## src/rtl/alu_exec_unit.sv

```systemverilog
// ---------------------------------------------------------------------------
// alu_exec_unit
//
// EX-stage execute unit: ALUOp/funct decode, registered single-cycle ALU,
// iterative shift-add multiplier writing HI/LO and, when ALU_DIV_EN is
// defined, an iterative restoring divider writing HI/LO.
//
// Optional feature macro: ALU_DIV_EN (adds div/divu; otherwise they decode
// as illegal and no divider logic is built).
//
// Ports
//   clk        : clock, all state on rising edge
//   reset      : synchronous, active-high
//   in_valid   : operation request
//   in_ready   : unit idle, request is accepted on in_valid & in_ready
//   alu_op     : 00 add, 01 sub, 10 decode funct, 11 illegal
//   funct      : R-type function field
//   a, b       : operands, sampled only at acceptance
//   out_valid  : one-cycle completion pulse
//   result     : registered result (new LO for mult/div)
//   zero       : registered (result == 0)
//   err        : illegal op or divide by zero, valid with out_valid
//   hi, lo     : architectural HI/LO registers
// ---------------------------------------------------------------------------
module alu_exec_unit #(
  parameter int WIDTH = 32
) (
  input  logic             clk,
  input  logic             reset,
  input  logic             in_valid,
  output logic             in_ready,
  input  logic [1:0]       alu_op,
  input  logic [5:0]       funct,
  input  logic [WIDTH-1:0] a,
  input  logic [WIDTH-1:0] b,
  output logic             out_valid,
  output logic [WIDTH-1:0] result,
  output logic             zero,
  output logic             err,
  output logic [WIDTH-1:0] hi,
  output logic [WIDTH-1:0] lo
);

  localparam int CNT_W = $clog2(WIDTH + 1);

  localparam logic [1:0] S_IDLE = 2'd0;
  localparam logic [1:0] S_MUL  = 2'd1;
`ifdef ALU_DIV_EN
  localparam logic [1:0] S_DIV  = 2'd2;
`endif

  localparam logic [3:0] OP_ADD   = 4'd0;
  localparam logic [3:0] OP_SUB   = 4'd1;
  localparam logic [3:0] OP_AND   = 4'd2;
  localparam logic [3:0] OP_OR    = 4'd3;
  localparam logic [3:0] OP_NOR   = 4'd4;
  localparam logic [3:0] OP_SLT   = 4'd5;
  localparam logic [3:0] OP_SLTU  = 4'd6;
  localparam logic [3:0] OP_MFHI  = 4'd7;
  localparam logic [3:0] OP_MFLO  = 4'd8;
  localparam logic [3:0] OP_MULT  = 4'd9;
  localparam logic [3:0] OP_MULTU = 4'd10;
  localparam logic [3:0] OP_ILL   = 4'd11;
`ifdef ALU_DIV_EN
  localparam logic [3:0] OP_DIV   = 4'd12;
  localparam logic [3:0] OP_DIVU  = 4'd13;
`endif

  // Magnitude of an operand; signed interpretation only when requested.
  function automatic logic [WIDTH-1:0] mag(input logic [WIDTH-1:0] v, input logic sgn);
    return (sgn && v[WIDTH-1]) ? -v : v;
  endfunction

  function automatic logic [WIDTH-1:0] cond_neg(input logic [WIDTH-1:0] v, input logic n);
    return n ? -v : v;
  endfunction

  function automatic logic [2*WIDTH-1:0] cond_neg2(input logic [2*WIDTH-1:0] v, input logic n);
    return n ? -v : v;
  endfunction

  logic [1:0]       state;
  logic [CNT_W-1:0] cnt;
  logic             vld_p1;
  logic [WIDTH-1:0] result_p1;
  logic             zero_p1;
  logic             err_p1;
  logic [WIDTH-1:0] hi_p1;
  logic [WIDTH-1:0] lo_p1;

  logic [3:0]       op_sel;
  logic [WIDTH-1:0] alu_res;
  logic             alu_err;
  logic signed [WIDTH-1:0] a_s;
  logic signed [WIDTH-1:0] b_s;

  logic             accept;

  assign in_ready = (state == S_IDLE);
  assign accept   = in_valid && in_ready;
  assign a_s      = a;
  assign b_s      = b;

  // ---- stage p0: decode and single-cycle ALU ----
  always_comb begin
    op_sel = OP_ILL;
    case (alu_op)
      2'b00: op_sel = OP_ADD;
      2'b01: op_sel = OP_SUB;
      2'b10: begin
        case (funct)
          6'h20:   op_sel = OP_ADD;
          6'h22:   op_sel = OP_SUB;
          6'h24:   op_sel = OP_AND;
          6'h25:   op_sel = OP_OR;
          6'h27:   op_sel = OP_NOR;
          6'h2A:   op_sel = OP_SLT;
          6'h2B:   op_sel = OP_SLTU;
          6'h10:   op_sel = OP_MFHI;
          6'h12:   op_sel = OP_MFLO;
          6'h18:   op_sel = OP_MULT;
          6'h19:   op_sel = OP_MULTU;
`ifdef ALU_DIV_EN
          6'h1A:   op_sel = OP_DIV;
          6'h1B:   op_sel = OP_DIVU;
`endif
          default: op_sel = OP_ILL;
        endcase
      end
      default: op_sel = OP_ILL;
    endcase
  end

  always_comb begin
    alu_res = '0;
    alu_err = 1'b0;
    case (op_sel)
      OP_ADD:  alu_res = a + b;
      OP_SUB:  alu_res = a - b;
      OP_AND:  alu_res = a & b;
      OP_OR:   alu_res = a | b;
      OP_NOR:  alu_res = ~(a | b);
      OP_SLT:  alu_res = {{(WIDTH-1){1'b0}}, (a_s < b_s)};
      OP_SLTU: alu_res = {{(WIDTH-1){1'b0}}, (a < b)};
      OP_MFHI: alu_res = hi_p1;
      OP_MFLO: alu_res = lo_p1;
      default: begin
        alu_res = '0;
        alu_err = 1'b1;
      end
    endcase
  end

  // ---- iterative multiplier datapath ----
  // acc holds {partial sum (WIDTH+1 bits), remaining multiplier bits};
  // each step conditionally adds the multiplicand and shifts right by one.
  logic [WIDTH-1:0]   mcand_p1;
  logic [2*WIDTH:0]   acc_p1;
  logic               mneg_p1;
  logic [WIDTH:0]     mul_upper;
  logic [2*WIDTH:0]   mul_next;
  logic [2*WIDTH-1:0] prod_fix;

  always_comb begin
    mul_upper = acc_p1[2*WIDTH:WIDTH] + {1'b0, (acc_p1[0] ? mcand_p1 : {WIDTH{1'b0}})};
    mul_next  = {1'b0, mul_upper, acc_p1[WIDTH-1:1]};
    prod_fix  = cond_neg2(mul_next[2*WIDTH-1:0], mneg_p1);
  end

  always_ff @(posedge clk) begin
    if (state == S_IDLE) begin
      if (in_valid) begin
        mcand_p1 <= mag(a, op_sel == OP_MULT);
        acc_p1   <= {{(WIDTH+1){1'b0}}, mag(b, op_sel == OP_MULT)};
        mneg_p1  <= (op_sel == OP_MULT) && (a[WIDTH-1] ^ b[WIDTH-1]);
      end
    end else if (state == S_MUL) begin
      acc_p1 <= mul_next;
    end
  end

`ifdef ALU_DIV_EN
  // ---- iterative restoring divider datapath ----
  // quo starts as the dividend magnitude and is shifted out MSB-first into
  // rem while quotient bits are shifted in at the bottom.
  logic [WIDTH-1:0] dvsr_p1;
  logic [WIDTH-1:0] quo_p1;
  logic [WIDTH-1:0] rem_p1;
  logic             negq_p1;
  logic             negr_p1;
  logic             dz_p1;
  logic [WIDTH:0]   rem_sh;
  logic [WIDTH-1:0] rem_diff;
  logic             div_ge;
  logic [WIDTH-1:0] rem_next;
  logic [WIDTH-1:0] quo_next;
  logic [WIDTH-1:0] quo_fix;
  logic [WIDTH-1:0] rem_fix;

  always_comb begin
    rem_sh   = {rem_p1, quo_p1[WIDTH-1]};
    rem_diff = rem_sh[WIDTH-1:0] - dvsr_p1;
    div_ge   = (rem_sh >= {1'b0, dvsr_p1});
    rem_next = div_ge ? rem_diff : rem_sh[WIDTH-1:0];
    quo_next = {quo_p1[WIDTH-2:0], div_ge};
    // With a zero divisor every step subtracts nothing, so the remainder
    // path ends up holding the original dividend; only LO needs forcing.
    quo_fix  = dz_p1 ? {WIDTH{1'b1}} : cond_neg(quo_next, negq_p1);
    rem_fix  = cond_neg(rem_next, negr_p1);
  end

  always_ff @(posedge clk) begin
    if (state == S_IDLE) begin
      if (in_valid) begin
        dvsr_p1 <= mag(b, op_sel == OP_DIV);
        quo_p1  <= mag(a, op_sel == OP_DIV);
        rem_p1  <= '0;
        negq_p1 <= (op_sel == OP_DIV) && (a[WIDTH-1] ^ b[WIDTH-1]);
        negr_p1 <= (op_sel == OP_DIV) && a[WIDTH-1];
        dz_p1   <= (b == '0);
      end
    end else if (state == S_DIV) begin
      quo_p1 <= quo_next;
      rem_p1 <= rem_next;
    end
  end
`endif

  // ---- stage p1: control, completion and architectural registers ----
  always_ff @(posedge clk) begin
    if (reset) begin
      state     <= S_IDLE;
      cnt       <= '0;
      vld_p1    <= 1'b0;
      result_p1 <= '0;
      zero_p1   <= 1'b0;
      err_p1    <= 1'b0;
      hi_p1     <= '0;
      lo_p1     <= '0;
    end else begin
      vld_p1 <= 1'b0;
      case (state)
        S_IDLE: begin
          if (accept) begin
            if (op_sel == OP_MULT || op_sel == OP_MULTU) begin
              state <= S_MUL;
              cnt   <= CNT_W'(WIDTH);
`ifdef ALU_DIV_EN
            end else if (op_sel == OP_DIV || op_sel == OP_DIVU) begin
              state <= S_DIV;
              cnt   <= CNT_W'(WIDTH);
`endif
            end else begin
              vld_p1    <= 1'b1;
              result_p1 <= alu_res;
              zero_p1   <= (alu_res == '0);
              err_p1    <= alu_err;
            end
          end
        end
        S_MUL: begin
          cnt <= cnt - CNT_W'(1);
          // Last iteration: commit the product straight from the step logic.
          if (cnt == CNT_W'(1)) begin
            state     <= S_IDLE;
            vld_p1    <= 1'b1;
            hi_p1     <= prod_fix[2*WIDTH-1:WIDTH];
            lo_p1     <= prod_fix[WIDTH-1:0];
            result_p1 <= prod_fix[WIDTH-1:0];
            zero_p1   <= (prod_fix[WIDTH-1:0] == '0);
            err_p1    <= 1'b0;
          end
        end
`ifdef ALU_DIV_EN
        S_DIV: begin
          cnt <= cnt - CNT_W'(1);
          if (cnt == CNT_W'(1)) begin
            state     <= S_IDLE;
            vld_p1    <= 1'b1;
            hi_p1     <= rem_fix;
            lo_p1     <= quo_fix;
            result_p1 <= quo_fix;
            zero_p1   <= (quo_fix == '0);
            err_p1    <= dz_p1;
          end
        end
`endif
        default: begin
          state <= S_IDLE;
          cnt   <= '0;
        end
      endcase
    end
  end

  assign out_valid = vld_p1;
  assign result    = result_p1;
  assign zero      = zero_p1;
  assign err       = err_p1;
  assign hi        = hi_p1;
  assign lo        = lo_p1;

endmodule

```

## config.mk

```make
export PLATFORM = sky130hd
export DESIGN_NAME = alu_exec_unit
export DESIGN_NICKNAME = d
export VERILOG_FILES = /design/src/rtl/alu_exec_unit.sv
export SDC_FILE = /design/constraint.sdc
export NUM_CORES = 1
export LEC_CHECK = 0
export CELL_PAD_IN_SITES_DETAIL_PLACEMENT = 0
export CELL_PAD_IN_SITES_GLOBAL_PLACEMENT = 1
export CORE_MARGIN = 8
export CORE_UTILIZATION = 45
export CTS_CLUSTER_SIZE = 25
export DETAILED_ROUTE_END_ITERATION = 8
export PLACE_DENSITY = 0.95
export REMOVE_ABC_BUFFERS = 1
export SETUP_SLACK_MARGIN = 0.2
export SYNTH_ARGS = -nofsm -noshare
export SYNTH_HDL_FRONTEND = slang
export SYNTH_SLANG_ARGS = --single-unit
```

## constraint.sdc

```tcl
create_clock -name clk -period 13.9 [get_ports clk]
set_input_delay 3.475 -clock clk [delete_from_list [all_inputs] [get_ports clk]]
set_output_delay 3.475 -clock clk [all_outputs]
set_load 0.05 [all_outputs]
```

==> flow_summary.ini, run 1 <==
[status]
run_status = completed

[clocking]
numCtsBuffers = 24
cts_tree = yes
cts_root_buf = clkbuf_16
post_cts_buffers = 0
ctsResizeCount = 0
cts.sinks = 203
cts_buffer_depth = 3
clkSlewWorstSetupHoldPaths_ns = 0.06
insertion_delay_ns = 0.55
htreeDepth = 1
cts_hold_buf = 0

[setup_path]
slowest_stage = o31ai_1
cp_common_cell = nand4b_1
crit_path_max_fanout = 7
slowest_delay_ns = 0.93
required_ns = 14.39
path_class = in2reg
start_kind = input pin
endpoint_kind = flop
crit_buf_inv = 1
arrival_ns = 8.57
worstPathCellList = clkdlybuf4s50_1 -> ha_1 -> fa_1 -> a211o_1 -> o211a_1 -> o31ai_1 -> o311ai_0 -> nor3b_1 -> nand4b_1 -> or3_1 -> nor4_1 -> nand4b_1 -> nor4b_2 -> a31o_1
crit_family = simple AND/OR/NAND/NOR gates

[drt]
vias = 19154
wirelength_um = 76570
via_per_inst = 6.488
drt-wirelength-per-cell_um = 25.94
first_iter_violations = 2229
post-route-drc-count = 0
ant_nets = 0
first_pass_iters = 6

[logic_synthesis]
synth_compound_area_share_pct = 28.60
synth_top_family_by_area = compound AO/OA/AOI/OAI gates
synthXorXnorAreaFrac_pct = 7.659
ys_top_cells_by_area = edfxtp_1, dfxtp_1, ha_1, xnor2_1, nand2_1
synth-main-ff-cell = dfxtp_1
synth-simple-area-share_pct = 20.83
ys_ff_latch = 203
yosys_warnings = 0
yosysTopAreaCell = edfxtp_1
syn_avg_cell_area_um2 = 7.977
yosys.area.top_type_share_pct = 15.82
syn_inst = 2308
synth_seq_area_share_pct = 27.35
synth_edf_count = 97
async_flop_share_pct = 0
synth.mux.area_fraction_pct = 0.7611
synth_fa_ha_area_share_pct = 9.365
synth.cell_area_mm2 = 0.01841
synth_cell_types = 96

[placement]
placed_area_mm2 = 0.02057
dp_hpwl_um = 58090
portBuffers = 174
gp_congestion = 1.006

[sta]
finalSetupViolCount = 0
finalMaxSlewViolations = 0
setup-tns-final_ns = 0
fin_worst_skew_ns = 0.02571
period_needed_ns = 8.075
hold_violations = 0
grt_setup_unrepaired = no
maxSlewHeadroom_pct = 20.95
fmaxAchievable_mhz = 123.8
fin_crit_sh_pct = 58.09
worstMarginPinSlew_ns = 1.179

[grt]
grt_remaining_overflow = 0
grt_max_degree = 74
antenna_found_initial = 3
grt_pass1_vias = 18374
grt_usage_pct = 30.74
grt_pass1_wl_um = 113700

[floorplanning]
die-area_mm2 = 0.04764
die_width_um = 218.3
io_pins = 175
core_area_mm2 = 0.04065
die_height_um = 218.3
fp-row-count = 74
start_util_pct = 45.30

[final_layout]
layout.nets = 2611
final_area_mm2 = 0.02131
drive_gt1_share_pct = 5.252
final_common_cell = nand2_1
syn2layout_area_growth_pct = 15.74
layout_common_cells = nand2_1, nor2_1, clkdlybuf4s50_1

[flow_run]
drv_cap = 0

[hold_path]
hold_class = reg2reg

[power]
p_leak_nw = 7.775
vdd_ir_drop_max_mv = 0.07228
switching_share_pct = 35.00
clockPowerShare_pct = 33.7
p_sw_uw = 633.9
p_seq_share_pct = 37.0
pwr-share-comb_pct = 29.3
pwr_density_cell_mw_per_mm2 = 85.00
p_int_mw = 1.177
-- cells in the mapped netlist (10+ instances only) --
library cell	n
a21oi_1	165
xnor2_1	109
o21bai_1	11
a221o_1	10
and3_1	15
o21a_1	13
a31oi_1	20
nand4_1	30
clkbuf_1	117
o21ai_0	144
a221oi_1	15
o31ai_1	40
o22ai_1	15
a21o_1	38
nand2_1	234
nor2_1	183
and2_1	69
nand2b_1	26
dfxtp_1	106
or2_2	16
a222oi_1	19
a211o_1	14
nand3_1	31
inv_1	116
nor3_1	43
edfxtp_1	97
or4_1	17
xor2_1	52
or3_1	22
a211oi_1	73
ha_1	133
o211ai_1	45
o41ai_1	21
mux2i_1	14
nor4_1	27
buf_2	11
nor2b_1	22
-- path summary, 6_finish.rpt --
kind             start         to  slack [ns]  cells past startpoint
min          result[3]  result[3]        0.45                      2
min reg2reg  result[3]  result[3]        0.45                      2
max               b[0]       zero        5.82                     14
max reg2reg  acc_p1[0]     hi[26]        8.41                     14
-- flip-flops by register name (all words and copies together), names as in the netlist --
name and cells:
acc_p1 64, cnt 6, err 1, hi 32
lo 32, mcand_p1 32, mneg_p1 1, out_valid 1
result 32, state 1, zero 1
-- power by group through the flow --
| stage | combinational [mW] | sequential [mW] | clock [mW] |
|---|---|---|---|
| after CTS | 0.519 | 0.670 | 0.614 |
| after detailed placement | 0.514 | 0.683 | 0 |
| final | 0.531 | 0.671 | 0.610 |
| after global routing | 0.568 | 0.673 | 0.638 |
| after global placement | 0.514 | 0.682 | 0 |
| after floorplan | 0.306 | 0.705 | 0 |
-- logic make-up (layout without fill, tap and decap cells) --
| group | Yosys count | in the layout |
|---|---|---|
| simple gates | 773 | 773 |
| buf+inv | 256 | 366 |
| xor+xnor | 161 | 161 |
| mux | 14 | 14 |
| other cells | 0 | 2 |
| compound gates | 765 | 765 |
| fa+ha+maj | 136 | 136 |
| flops | 203 | 203 |
-- per-stage QoR --
stage / worst slack (ns) / hold slack [ns] / instances / util (%) / power [mW]
3_5_place_dp: 5.468 / 0.4464 / 2906 / 50.60 / 1.197
3_3_place_gp: 5.383 / 0.4411 / 2906 / 50.60 / 1.196
2_1_floorplan: 5.463 / 0.4457 / 2172 / - / 1.011
4_1_cts: 5.975 / 0.4556 / 2950 / 52.41 / 1.803
5_1_grt: 5.776 / 0.4781 / 2951 / 52.42 / 1.879
6_report: 5.825 / 0.4511 / 2952 / 52.43 / 1.811
-- final cells by class --
class	count	area, um2
multi-input cells	1849	12460
inverters	120	450.4
fillers	3909	19340
clock buffers	33	675.6
clock inverters	11	62.56
diodes	2	5.005
repair buffers	202	1949
well taps	532	665.6
flip-flops and latches	203	5039
-- metal layers --
metal / GRT usage, % / part of all wire (%) / vias to the layer above
met4: 13.75 / 4.7 / 0
li1: - / - / 8723
met3: 4.853 / 9.0 / 183
met2: 49.12 / 45 / 1017
met1: 40.55 / 41 / 9231
met5: 0 / 0 / -
-- worst reg2reg max path, delay by kind of cell, from the launching register on --
kind                     cells  cell delay, ns
AND/OR/NAND/NOR              6            1.68
XOR/XNOR                     1            0.19
flip-flops                   1            0.82
adder cells (fa/ha/maj)      2            0.78
AO/OA/AOI/OAI                5            1.93
Note: power is estimated with default switching activity, not from simulation.
==> inputs of run 2 (changes only) <==
--- a/config.mk
+++ b/config.mk
@@ -8,10 +8,10 @@
 export CELL_PAD_IN_SITES_DETAIL_PLACEMENT = 0
 export CELL_PAD_IN_SITES_GLOBAL_PLACEMENT = 1
 export CORE_MARGIN = 8
-export CORE_UTILIZATION = 45
+export CORE_UTILIZATION = 44
 export CTS_CLUSTER_SIZE = 25
 export DETAILED_ROUTE_END_ITERATION = 8
-export PLACE_DENSITY = 0.95
+export PLACE_DENSITY = 0.94
 export REMOVE_ABC_BUFFERS = 1
 export SETUP_SLACK_MARGIN = 0.2
 export SYNTH_ARGS = -nofsm -noshare
==> constraint.sdc (replaced) <==
create_clock -name clk -period 7.5 [get_ports clk]
set_input_delay 1.875 -clock clk [delete_from_list [all_inputs] [get_ports clk]]
set_output_delay 1.875 -clock clk [all_outputs]
set_load 0.05 [all_outputs]
==> flow_summary.ini, run 2 (same netlist as run 1, synthesis figures left out) <==
[sta]
fin_crit_sh_pct = 81.61
finalSetupViolCount = 0
period_needed_ns = 6.121
hold_slack_ns = 0.4482
finalMaxSlewViolations = 0
maxSlewHeadroom_pct = 23.38
worstMarginPinSlew_ns = 1.135
grt_setup_unrepaired = no
fin_worst_skew_ns = 0.01712
hold_violations = 0
fin_ws_ns = 1.379
fmaxAchievable_mhz = 163.4

[floorplanning]
fp-row-count = 75
io_pins = 175
start_util_pct = 44.19
die-area_mm2 = 0.04865
die_width_um = 220.6
die_height_um = 220.6
core_area_mm2 = 0.04167

[placement]
portBuffers = 174
gp_congestion = 0.9995
dp_hpwl_um = 59400
dp_worst_setup_slack_ns = 1.038

[final_layout]
nFillCells = 4065
layout_common_cells = nand2_1, nor2_1, clkdlybuf4s50_1
syn2layout_area_growth_pct = 15.77
drive_gt1_share_pct = 5.333
regMostFlops = acc_p1
largest_register_ffs = 64
layout.nets = 2616
multi_input_area_mm2 = 0.01247
seqCellArea_mm2 = 0.005039
final_common_cell = nand2_1

[setup_path]
crit_path_max_fanout = 14
path_class = in2reg
worstPathCellList = clkdlybuf4s50_1 -> inv_1 -> ha_1 -> nor2b_1 -> a2111oi_0 -> a21oi_1 -> o31ai_1 -> a21oi_1 -> a31o_2 -> or3_1 -> nor4_1 -> nand4b_1 -> nor4b_2 -> a31o_1
slowest_stage = o31ai_1
required_ns = 7.98
cp_common_cell = a21oi_1
crit_start = b[10]
arrival_ns = 6.60
slowest_delay_ns = 0.61
start_kind = input pin
r2r-start = acc_p1[0]
endpoint_kind = flop

[clocking]
insertion_delay_ns = 0.54
numCtsBuffers = 23
cts_root_buf = clkbuf_16
cts.sinks = 203
cts_buffer_depth = 3
cts_hold_buf = 0
ctsResizeCount = 0
htreeDepth = 1
post_cts_buffers = 0
cts_tree = yes
clkSlewWorstSetupHoldPaths_ns = 0.06

[status]
run_status = completed

[drt]
wirelength_um = 77400
via_per_inst = 6.495
ant_nets = 0
first_iter_violations = 2293
post-route-drc-count = 0
first_pass_iters = 7
vias = 19218
drt-wirelength-per-cell_um = 26.16

[flow_run]
drv_cap = 0

[power]
vdd_ir_drop_max_mv = 0.1061
p_leak_nw = 7.781
pwr_density_cell_mw_per_mm2 = 155.5

[grt]
grt_pass1_vias = 18322
grt_pass1_wl_um = 114100
grt_max_degree = 80
grt_remaining_overflow = 0
grt_usage_pct = 30.76
antenna_found_initial = 2

[hold_path]
hold_class = reg2reg
min-delay-start = result[4]
run 2: worst paths after layout:
path,end,slack [ns],depth (start not counted)
max reg2reg,hi[31],2.04,14
min reg2reg,result[4],0.45,2
max,zero,1.38,14
min,result[4],0.45,2
run 2: final cells by class:
| type | instances | share of cell area, % |
|---|---|---|
| multi-input cells | 1849 | 58.49 |
| repair buffers | 208 | 9.357 |
| clock buffers | 31 | 3.029 |
| diodes | 1 | 0.01174 |
| flip-flops and latches | 203 | 23.64 |
| well taps | 539 | 3.164 |
| inverters | 120 | 2.113 |
| clock inverters | 8 | 0.1937 |
run 2: power breakdown:
part / switching, mW / internal [mW] / leakage, nW
Sequential: 0.0336 / 1.21 / 1.83
Clock: 0.481 / 0.599 / 0.337
Combinational: 0.647 / 0.345 / 5.62
Total: 1.16 / 2.15 / 7.78
run 2: stage by stage:
step	instance area, um2	setup TNS (ns)	total power [mW]	cells	util, %
final	21320	0	3.313	2959	51.16
after global routing	21310	0	3.430	2958	51.15
after CTS	21310	0	3.298	2958	51.15
after detailed placement	20630	0	2.226	2919	49.50
after global placement	20630	0	2.224	2919	49.50
after floorplan	17860	-25.21	1.874	2172	-
run 2: critical path, delay by kind of cell:
| family | cells | cell delay (ns) |
|---|---|---|
| buf+inv | 2 | 0.69 |
| fa+ha+maj | 1 | 0.59 |
| simple gates | 5 | 1.63 |
| compound gates | 6 | 1.80 |
run 2: layer usage:
metal | share of wire [%] | routed length, um | GRT usage [%]
met1 | 41 | 31900 | 40.22
met2 | 45 | 35020 | 49.66
met3 | 8.6 | 6672 | 4.798
met4 | 4.9 | 3801 | 13.87
met5 | 0 | 0 | 0
